===== src/rtl/ahbl_cmd_master_pkg.sv =====
// ahbl_cmd_master_pkg: AHB-Lite encodings and master FSM states shared by the ahbl_cmd_master slice
package ahbl_cmd_master_pkg;
  localparam logic [1:0] HTRANS_IDLE = 2'b00;
  localparam logic [1:0] HTRANS_NONSEQ = 2'b10;
  localparam logic [2:0] HSIZE_BYTE = 3'd0;
  localparam logic [2:0] HSIZE_HALF = 3'd1;
  localparam logic [2:0] HSIZE_WORD = 3'd2;
  localparam logic [2:0] HBURST_SINGLE = 3'b000;
  localparam logic [3:0] HPROT_DATA = 4'b0011;
  typedef enum logic [1:0] {ST_IDLE = 2'd0, ST_DPH = 2'd1, ST_ERR = 2'd2} state_t;
endpackage


===== src/rtl/ahbl_cmd_master_if.sv =====
// ahbl_cmd_master_if: command, response and AHB-Lite master signals; master = bridge view, slave = caller/bus view
interface ahbl_cmd_master_if #(
  parameter int W_ADDR = 32,
  parameter int W_DATA = 32
);
  logic cmd_valid, cmd_ready, cmd_write;
  logic [W_ADDR-1:0] cmd_addr;
  logic [1:0] cmd_size;
  logic [W_DATA-1:0] cmd_wdata;
  logic rsp_valid, rsp_err;
  logic [W_DATA-1:0] rsp_rdata;
  logic ahblm_hready, ahblm_hresp, ahblm_hwrite, ahblm_hmastlock;
  logic [W_ADDR-1:0] ahblm_haddr;
  logic [1:0] ahblm_htrans;
  logic [2:0] ahblm_hsize, ahblm_hburst;
  logic [3:0] ahblm_hprot;
  logic [W_DATA-1:0] ahblm_hwdata, ahblm_hrdata;
  modport master (
    input cmd_valid, cmd_addr, cmd_write, cmd_size, cmd_wdata,
    output cmd_ready, rsp_valid, rsp_rdata, rsp_err,
    input ahblm_hready, ahblm_hresp, ahblm_hrdata,
    output ahblm_haddr, ahblm_hwrite, ahblm_htrans, ahblm_hsize, ahblm_hburst,
    output ahblm_hprot, ahblm_hmastlock, ahblm_hwdata
  );
  modport slave (
    output cmd_valid, cmd_addr, cmd_write, cmd_size, cmd_wdata,
    input cmd_ready, rsp_valid, rsp_rdata, rsp_err,
    output ahblm_hready, ahblm_hresp, ahblm_hrdata,
    input ahblm_haddr, ahblm_hwrite, ahblm_htrans, ahblm_hsize, ahblm_hburst,
    input ahblm_hprot, ahblm_hmastlock, ahblm_hwdata
  );
endinterface


===== src/rtl/ahbl_lane_steer.sv =====
// ahbl_lane_steer: replicates sub-word write data across lanes and right-justifies sub-word read data
// Ports: wr_size/wr_data_i -> wr_data_o (write replicate); rd_size/rd_lane/rd_data_i -> rd_data_o (read extract, zero-extended)
module ahbl_lane_steer
  import ahbl_cmd_master_pkg::*;
(
  input  logic [1:0]  wr_size,
  input  logic [31:0] wr_data_i,
  output logic [31:0] wr_data_o,
  input  logic [1:0]  rd_size,
  input  logic [1:0]  rd_lane,
  input  logic [31:0] rd_data_i,
  output logic [31:0] rd_data_o
);
  logic [31:0] shifted;
  always_comb begin
    wr_data_o = (wr_size == HSIZE_BYTE[1:0]) ? {4{wr_data_i[7:0]}}
              : (wr_size == HSIZE_HALF[1:0]) ? {2{wr_data_i[15:0]}} : wr_data_i;
    shifted = rd_data_i >> {rd_lane, 3'b000};
    rd_data_o = (rd_size == HSIZE_BYTE[1:0]) ? {24'd0, shifted[7:0]}
              : (rd_size == HSIZE_HALF[1:0]) ? {16'd0, shifted[15:0]} : rd_data_i;
  end
endmodule


===== src/rtl/ahbl_cmd_master.sv =====
// ahbl_cmd_master: valid/ready command to AHB-Lite master bridge, pipelined one transfer per cycle
// Ports: clk, rst (sync, active-high); bus (ahbl_cmd_master_if.master: cmd_*, rsp_*, ahblm_*)
// Build option: AHBL_CMD_MASTER_LANE_STEER_EN enables byte/halfword lane steering
module ahbl_cmd_master
  import ahbl_cmd_master_pkg::*;
#(
  parameter int W_ADDR = 32,
  parameter int W_DATA = 32
) (
  input logic clk,
  input logic rst,
  ahbl_cmd_master_if.master bus
);
  state_t state_q, state_d;
  logic wr_q, wr_d, rsp_valid_q, rsp_valid_d, rsp_err_q, rsp_err_d;
  logic [1:0] size_q, size_d, lane_q, lane_d;
  logic [W_DATA-1:0] wdata_q, wdata_d, wdata_in, rd_data, rsp_rdata_q, rsp_rdata_d;
  logic in_err, accept, done;
  assign in_err = state_q == ST_ERR;
  assign bus.cmd_ready = bus.ahblm_hready && !in_err;
  assign accept = bus.cmd_valid && bus.cmd_ready;
  assign done = state_q != ST_IDLE && bus.ahblm_hready;
  // the pending address phase is withdrawn as soon as an ERROR response starts, not only in its second cycle
  assign bus.ahblm_htrans = (bus.cmd_valid && !in_err && !(bus.ahblm_hresp && !bus.ahblm_hready) && !rst)
                          ? HTRANS_NONSEQ : HTRANS_IDLE;
  assign bus.ahblm_haddr = W_ADDR'(bus.cmd_addr);
  assign bus.ahblm_hwrite = bus.cmd_write;
  assign bus.ahblm_hsize = {1'b0, bus.cmd_size};
  assign bus.ahblm_hburst = HBURST_SINGLE;
  assign bus.ahblm_hprot = HPROT_DATA;
  assign bus.ahblm_hmastlock = 1'b0;
  assign bus.ahblm_hwdata = wdata_q;
  assign bus.rsp_valid = rsp_valid_q;
  assign bus.rsp_err = rsp_err_q;
  assign bus.rsp_rdata = rsp_rdata_q;
`ifdef AHBL_CMD_MASTER_LANE_STEER_EN
  ahbl_lane_steer u_steer (
    .wr_size(bus.cmd_size),
    .wr_data_i(bus.cmd_wdata),
    .wr_data_o(wdata_in),
    .rd_size(size_q),
    .rd_lane(lane_q),
    .rd_data_i(bus.ahblm_hrdata),
    .rd_data_o(rd_data)
  );
`else
  logic unused_dph;
  assign wdata_in = bus.cmd_wdata;
  assign rd_data = bus.ahblm_hrdata;
  assign unused_dph = ^{size_q, lane_q};
`endif
  always_comb begin
    state_d = in_err ? (bus.ahblm_hready ? ST_IDLE : ST_ERR)
            : (state_q == ST_DPH && !bus.ahblm_hready) ? (bus.ahblm_hresp ? ST_ERR : ST_DPH)
            : accept ? ST_DPH : ST_IDLE;
    wr_d = accept ? bus.cmd_write : wr_q;
    size_d = accept ? bus.cmd_size : size_q;
    lane_d = accept ? bus.cmd_addr[1:0] : lane_q;
    wdata_d = accept ? wdata_in : wdata_q;
    rsp_valid_d = done;
    rsp_err_d = done && (in_err || bus.ahblm_hresp);
    rsp_rdata_d = (done && !rsp_err_d && !wr_q) ? rd_data : '0;
  end
  always_ff @(posedge clk) begin
    if (rst) begin
      state_q <= ST_IDLE;
      wr_q <= 1'b0;
      size_q <= '0;
      lane_q <= '0;
      wdata_q <= '0;
      rsp_valid_q <= 1'b0;
      rsp_err_q <= 1'b0;
      rsp_rdata_q <= '0;
    end else begin
      state_q <= state_d;
      wr_q <= wr_d;
      size_q <= size_d;
      lane_q <= lane_d;
      wdata_q <= wdata_d;
      rsp_valid_q <= rsp_valid_d;
      rsp_err_q <= rsp_err_d;
      rsp_rdata_q <= rsp_rdata_d;
    end
  end
endmodule


===== src/flat_wrapper.sv =====
// flat-port wrapper written by rule: the top's interface ports become plain ports
module ahbl_cmd_master_flat import ahbl_cmd_master_pkg::*;
#(
  parameter int W_ADDR = 32,
  parameter int W_DATA = 32
)
  (clk, rst, bus_cmd_valid, bus_cmd_addr, bus_cmd_write, bus_cmd_size, bus_cmd_wdata, bus_cmd_ready, bus_rsp_valid, bus_rsp_rdata, bus_rsp_err, bus_ahblm_hready, bus_ahblm_hresp, bus_ahblm_hrdata, bus_ahblm_haddr, bus_ahblm_hwrite, bus_ahblm_htrans, bus_ahblm_hsize, bus_ahblm_hburst, bus_ahblm_hprot, bus_ahblm_hmastlock, bus_ahblm_hwdata);
  ahbl_cmd_master_if #(.W_ADDR(W_ADDR), .W_DATA(W_DATA)) bus_i ();
  input logic clk;
  input logic rst;
  input wire logic [$bits(bus_i.cmd_valid)-1:0] bus_cmd_valid;
  input wire logic [$bits(bus_i.cmd_addr)-1:0] bus_cmd_addr;
  input wire logic [$bits(bus_i.cmd_write)-1:0] bus_cmd_write;
  input wire logic [$bits(bus_i.cmd_size)-1:0] bus_cmd_size;
  input wire logic [$bits(bus_i.cmd_wdata)-1:0] bus_cmd_wdata;
  output wire logic [$bits(bus_i.cmd_ready)-1:0] bus_cmd_ready;
  output wire logic [$bits(bus_i.rsp_valid)-1:0] bus_rsp_valid;
  output wire logic [$bits(bus_i.rsp_rdata)-1:0] bus_rsp_rdata;
  output wire logic [$bits(bus_i.rsp_err)-1:0] bus_rsp_err;
  input wire logic [$bits(bus_i.ahblm_hready)-1:0] bus_ahblm_hready;
  input wire logic [$bits(bus_i.ahblm_hresp)-1:0] bus_ahblm_hresp;
  input wire logic [$bits(bus_i.ahblm_hrdata)-1:0] bus_ahblm_hrdata;
  output wire logic [$bits(bus_i.ahblm_haddr)-1:0] bus_ahblm_haddr;
  output wire logic [$bits(bus_i.ahblm_hwrite)-1:0] bus_ahblm_hwrite;
  output wire logic [$bits(bus_i.ahblm_htrans)-1:0] bus_ahblm_htrans;
  output wire logic [$bits(bus_i.ahblm_hsize)-1:0] bus_ahblm_hsize;
  output wire logic [$bits(bus_i.ahblm_hburst)-1:0] bus_ahblm_hburst;
  output wire logic [$bits(bus_i.ahblm_hprot)-1:0] bus_ahblm_hprot;
  output wire logic [$bits(bus_i.ahblm_hmastlock)-1:0] bus_ahblm_hmastlock;
  output wire logic [$bits(bus_i.ahblm_hwdata)-1:0] bus_ahblm_hwdata;
  assign bus_i.cmd_valid = bus_cmd_valid;
  assign bus_i.cmd_addr = bus_cmd_addr;
  assign bus_i.cmd_write = bus_cmd_write;
  assign bus_i.cmd_size = bus_cmd_size;
  assign bus_i.cmd_wdata = bus_cmd_wdata;
  assign bus_cmd_ready = bus_i.cmd_ready;
  assign bus_rsp_valid = bus_i.rsp_valid;
  assign bus_rsp_rdata = bus_i.rsp_rdata;
  assign bus_rsp_err = bus_i.rsp_err;
  assign bus_i.ahblm_hready = bus_ahblm_hready;
  assign bus_i.ahblm_hresp = bus_ahblm_hresp;
  assign bus_i.ahblm_hrdata = bus_ahblm_hrdata;
  assign bus_ahblm_haddr = bus_i.ahblm_haddr;
  assign bus_ahblm_hwrite = bus_i.ahblm_hwrite;
  assign bus_ahblm_htrans = bus_i.ahblm_htrans;
  assign bus_ahblm_hsize = bus_i.ahblm_hsize;
  assign bus_ahblm_hburst = bus_i.ahblm_hburst;
  assign bus_ahblm_hprot = bus_i.ahblm_hprot;
  assign bus_ahblm_hmastlock = bus_i.ahblm_hmastlock;
  assign bus_ahblm_hwdata = bus_i.ahblm_hwdata;
  ahbl_cmd_master #(.W_ADDR(W_ADDR), .W_DATA(W_DATA)) u_core (.clk(clk), .rst(rst), .bus(bus_i));
endmodule

===== config.mk =====
export PLATFORM = sky130hd
export DESIGN_NAME = ahbl_cmd_master_flat
export DESIGN_NICKNAME = d
export VERILOG_FILES = /design/src/rtl/ahbl_cmd_master_pkg.sv /design/src/rtl/ahbl_cmd_master_if.sv /design/src/rtl/ahbl_lane_steer.sv /design/src/rtl/ahbl_cmd_master.sv /design/src/flat_wrapper.sv
export SDC_FILE = /design/constraint.sdc
export NUM_CORES = 1
export LEC_CHECK = 0
export BUFFER_PORTS_ARGS = -buffer_cell sky130_fd_sc_hd__buf_2
export CAP_MARGIN = 30
export CORE_MARGIN = 4
export CORE_UTILIZATION = 39
export DETAILED_ROUTE_END_ITERATION = 8
export HOLD_SLACK_MARGIN = 0.15
export PLACE_DENSITY = 0.88
export SYNTH_ARGS = -nofsm -noshare
export SYNTH_HDL_FRONTEND = slang
export SYNTH_SLANG_ARGS = --single-unit

===== constraint.sdc =====
create_clock -name clk -period 1.5 [get_ports clk]
set_input_delay 0.075 -clock clk [delete_from_list [all_inputs] [get_ports clk]]
set_output_delay 0.075 -clock clk [all_outputs]
set_load 0.02 [all_outputs]

* Word-level counts from Yosys, hierarchy flattened
Cells that the tools add are included.
** Word-level totals
- Flip-flop bits (word level) :: 69
- Bits in latches :: 0
- Memory bits (writable) :: 0
- ROM bits :: 0
- Output and inout port bits :: 113
- Word-level logic and storage cells :: 35
- Memories :: 0
** Operators by class
- Add/subtract/negate cells :: 0
- Multipliers :: 0
- Div/mod/pow operators :: 0
- Magnitude comparators :: 0
- Eq/ne operators :: 2
- Shifts and indexed selects :: 0
- Multiplexer cells :: 6
- Bitwise logic cells :: 1
- Reductions and logical operators :: 20
** Operators with widths (number)
- $logic_and A1 B1 Y1 :: 11
- $mux W2 :: 5
- $logic_not A1 Y1 :: 6
- $eq A2 B1 Y1 const B :: 1
- $eq A2 B2 Y1 const B :: 1
- $reduce_bool A2 Y1 :: 1
- $reduce_or A2 Y1 :: 1
- $logic_or A1 B1 Y1 :: 1
- $mux W1 :: 1
- $not A1 Y1 :: 1

* Longest topological paths before layout
- Word-level depth :: 8
- Gate-level depth with buffers :: 5
- Mapped depth without buffers :: 3

* Worst setup path after synthesis
No wires, ideal clock.
- Kind :: register to register
- Start point :: register u_core.state_q[0]
- End point :: register u_core.state_q[0]
- Setup time :: 115 ps
- Arrival :: 1115 ps
- Setup slack :: 270 ps
- Cell stages (with the launch flop) :: 6
- Buffers on the path :: 2
- Period minus slack after synthesis :: 1230 ps
- Cell sequence :: dfxtp_1 > nand2b_4 > and3_2 > buf_6 > buf_6 > o21a_1
** Between the ends
- Cells in the longest elaborated chain, start to end :: 7
** RTL lines
- start, declared :: line ahbl_cmd_master.sv:14 : state_t state_q, state_d;
- start signal, assigned :: line ahbl_cmd_master.sv:75 : state_q <= state_d;
- $eq A2 B2 Y1 :: line ahbl_cmd_master.sv:19 : assign in_err = state_q == ST_ERR;
- $logic_not A1 Y1 :: line ahbl_cmd_master.sv:20 : assign bus.cmd_ready = bus.ahblm_hready && !in_err;
- $logic_and A1 B1 Y1 :: line ahbl_cmd_master.sv:20
- $logic_and A1 B1 Y1 :: line ahbl_cmd_master.sv:21 : assign accept = bus.cmd_valid && bus.cmd_ready;
- $mux W1 :: line ahbl_cmd_master.sv:55 : : accept ? ST_DPH : ST_IDLE;
- $mux W2 :: line ahbl_cmd_master.sv:54 : : (state_q == ST_DPH && !bus.ahblm_hready) ? (bus.ahblm_hresp ? ST_ERR : ST_DPH)
- $mux W2 * :: line ahbl_cmd_master.sv:53 : state_d = in_err ? (bus.ahblm_hready ? ST_IDLE : ST_ERR)
Mark *: on every way between the ends. The rest lies on a longest branch, timed or not.
A chain may end at the register's enable or synchronous reset.

==> summary.txt <==
Status
  • Status: complete, no violations

Global routing
  • GR Overflow Total: 0
  • GRT Overall Usage: around 18%
  • Busiest grt layer: met2
  • Met2 usage: approximately 32%
  • Largest net degree at the start of global routing: slightly above 50
  • Met3 Resource Use GR: under 10%
  • Vias in the first global route: 2410
  • First-pass GRT wire length: about 12000 um
  • Met1 Resource Use GR: approximately 17%
  • Antenna violations before repair: 0

Cells and area
  • Antenna diode instance count: 0
  • Layout cells sized above 1: 43.6%
  • Storage cell area: 1380 um2
  • # nets final: 551
  • Most common cell after layout, fill and taps aside: buf_2
  • Commonest non-fill, non-tap cells in the layout: buf_2, dlygate4sd3_1, dfxtp_1, nand2_1
  • Area of the multi-input gates: roughly 990 um2
  • Area Overhead vs Synth: 50.8%
  • Filler cells: roughly 580

Floorplan
  • Io pins: roughly 220
  • Overall die height: just over 90 um
  • Die X: roughly 92 um
  • Die ar.: around 8500 um2
  • Core Area: around 6800 um2
  • Row count: 30
  • Starting density of the core: between 40% and 50%

Yosys
  • Synth area leaders: dfxtp_1, buf_4, mux2i_1, and2_2, nand2_1
  • Synth area leader: dfxtp_1
  • Adder-Cell Fraction of Synth Area: 0%
  • Synthesized cell area: between 2000 and 3000 um2
  • Post-synthesis compound-gate area fraction: approximately 1.2%
  • Mux cell area share after synthesis: between 10% and 20%
  • Post-synthesis cell count: 276
  • Post-synthesis sequential area ratio: approximately half
  • Main combinational cell family by area after synthesis: simple AND/OR/NAND/NOR gates
  • Syn_area_per_cell: around 10 um2
  • Post-Synth Simple-Gate Area: between 20% and 30%
  • #FFs+latches synth: just under 70
  • Area share of the largest cell type after synthesis: roughly 50%
  • Synth Warn #: 0
  • Post-Synth XOR/XNOR Area: 0%
  • Yosys cell types: 21

Drt
  • Routed WL per cell: ~14 um
  • Via count: 2359
  • Via-to-Cell Ratio: about 4.3
  • Drt pass-1 iters: 4
  • 1st-iter DRT viols: 33
  • DRC: 0
  • DRT antenna net count: 0
  • Drt total wl: about 7600 um

Clocking
  • Worst-Skew Late Latency: between 0.3 and 0.4 ns
  • Clock tree sinks: approximately 70
  • Longest Clk Path Bufs: 2
  • Total CTS buffers: 9
  • Clk pin slew, worst setup/hold paths: approximately 0.07 ns
  • Post-CTS setup buffers: 0
  • CTS H-tree lvls: 3
  • Clock Tree Root: clkbuf_8
  • CTS tree: yes

Setup path
  • Worst Setup Start Kind: input port
  • Setup Crit Path Kind: in -> reg
  • WP data required: ~1.8 ns
  • CP arrival: between 1.5 and 2 ns
  • Worst setup EP type: flop
  • Reg2reg setup slack: 0.11 ns
  • Critical path fanouts, max: 3

Timing
  • Setup violators final: 0
  • TNS Setup: 0 ns
  • Final Cycle Share: between 90% and 100%
  • Final Max Tran Viols: 0
  • Worst Hold Slack: 0.150 ns
  • Max Clk Rate: 710 MHz
  • Final Hold Vio Count: 0
  • RSZ-0062 raised after global routing: false
  • Tmin final: 1.41 ns
  • Final Skew: between 0.008 and 0.009 ns

Pwr
  • Pwr Density: about 990 nW/um2
  • Peak VDD IR: approximately 700 uV
  • Lkg Pwr: a little over 2 nW

Placed design
  • Dpl hpwl: ~4600 um
  • GPL Wtd Cong: 0.685
  • Port bufs: roughly 140

Flow run
  • Max-cap violations: 0

Worst hold path
  • Worst min-delay path class: in -> out
-- synthesized netlist by cell type, drive strengths merged --
cell,number
a211oi,2
and2,33
and3,1
buf,50
clkbuf,9
conb,2
dfxtp,69
inv,2
mux2i,33
nand2,66
nand2b,2
nand3b,1
nor2,2
nor4b,2
o2111a,1
o21a,1
-- layer usage --
metal	vias up	share of wire [%]	wire, um
li1	1153	-	-
met2	121	52	3960
met1	1050	37	2810
met4	0	3.4	261
met5	-	0	0
met3	35	7.0	533
-- power breakdown --
group          internal, mW  leakage (nW)  switching, mW
Sequential             1.89         0.560         0.0283
Clock                 0.978         0.112          0.687
Combinational         0.288          1.39          0.261
Total                  3.15          2.06          0.976
-- critical path: stages --
cell           delay [ns]
buf_2                0.11
dlygate4sd3_1        0.58
nand2b_4             0.18
a211oi_2             0.19
dlygate4sd3_1        0.56
-- final cells by class --
class,count,area share (%)
timing repair buffer,211,34.6
sequential,69,33.2
multi-input combinational,154,23.8
clock buffer,10,3.31
tap,96,2.89
clock inverter,6,2.07
inverter,2,0.180
-- flip-flops by register name (all words and copies together) (netlist names) --
register and cells:
u_core.state_q 2, u_core.bus.rsp_rdata 32, u_core.wr_q 1, u_core.bus.ahblm_hwdata 32, u_core.bus.rsp_valid 1, u_core.bus.rsp_err 1
-- cell families (layout without fill, tap and decap cells) --
logic type      count (synthesis)  after routing
simple gates                  107            107
flops                          69             69
buf+inv                        61            229
mux                            33             33
compound gates                  4              4
other cells                     2             10
-- what timing repair did --
action                                  in CTS  in global routing
resized for setup                            0                  3
endpoints found under the hold margin       68                  0
endpoints found under the setup margin       0                 19
hold buffers                                70                  0
-- worst paths after layout --
path,startpoint,to,cells past startpoint
max,rst,u_core.bus.rsp_err,5
min,bus_cmd_addr[1],bus_ahblm_haddr[1],0
max reg2reg,u_core.state_q[1],u_core.state_q[1],3
min reg2reg,u_core.bus.ahblm_hwdata[11],u_core.bus.ahblm_hwdata[11],2
-- per-stage QoR --
stage | worst slack [ns] | total power, mW | instances | util (%) | instance area, um2
floorplan | 0.270 | 2.34 | 284 | - | 2790
global placement | 0.255 | 2.34 | 462 | 47.2 | 3220
detailed placement | 0.144 | 2.35 | 462 | 47.2 | 3220
CTS | 0.0547 | 4.16 | 548 | 60.7 | 4150
global route | 0.0335 | 4.33 | 548 | 60.9 | 4160
finish | 0.0924 | 4.13 | 548 | 60.9 | 4160
Power figures use the tool's default switching activity.
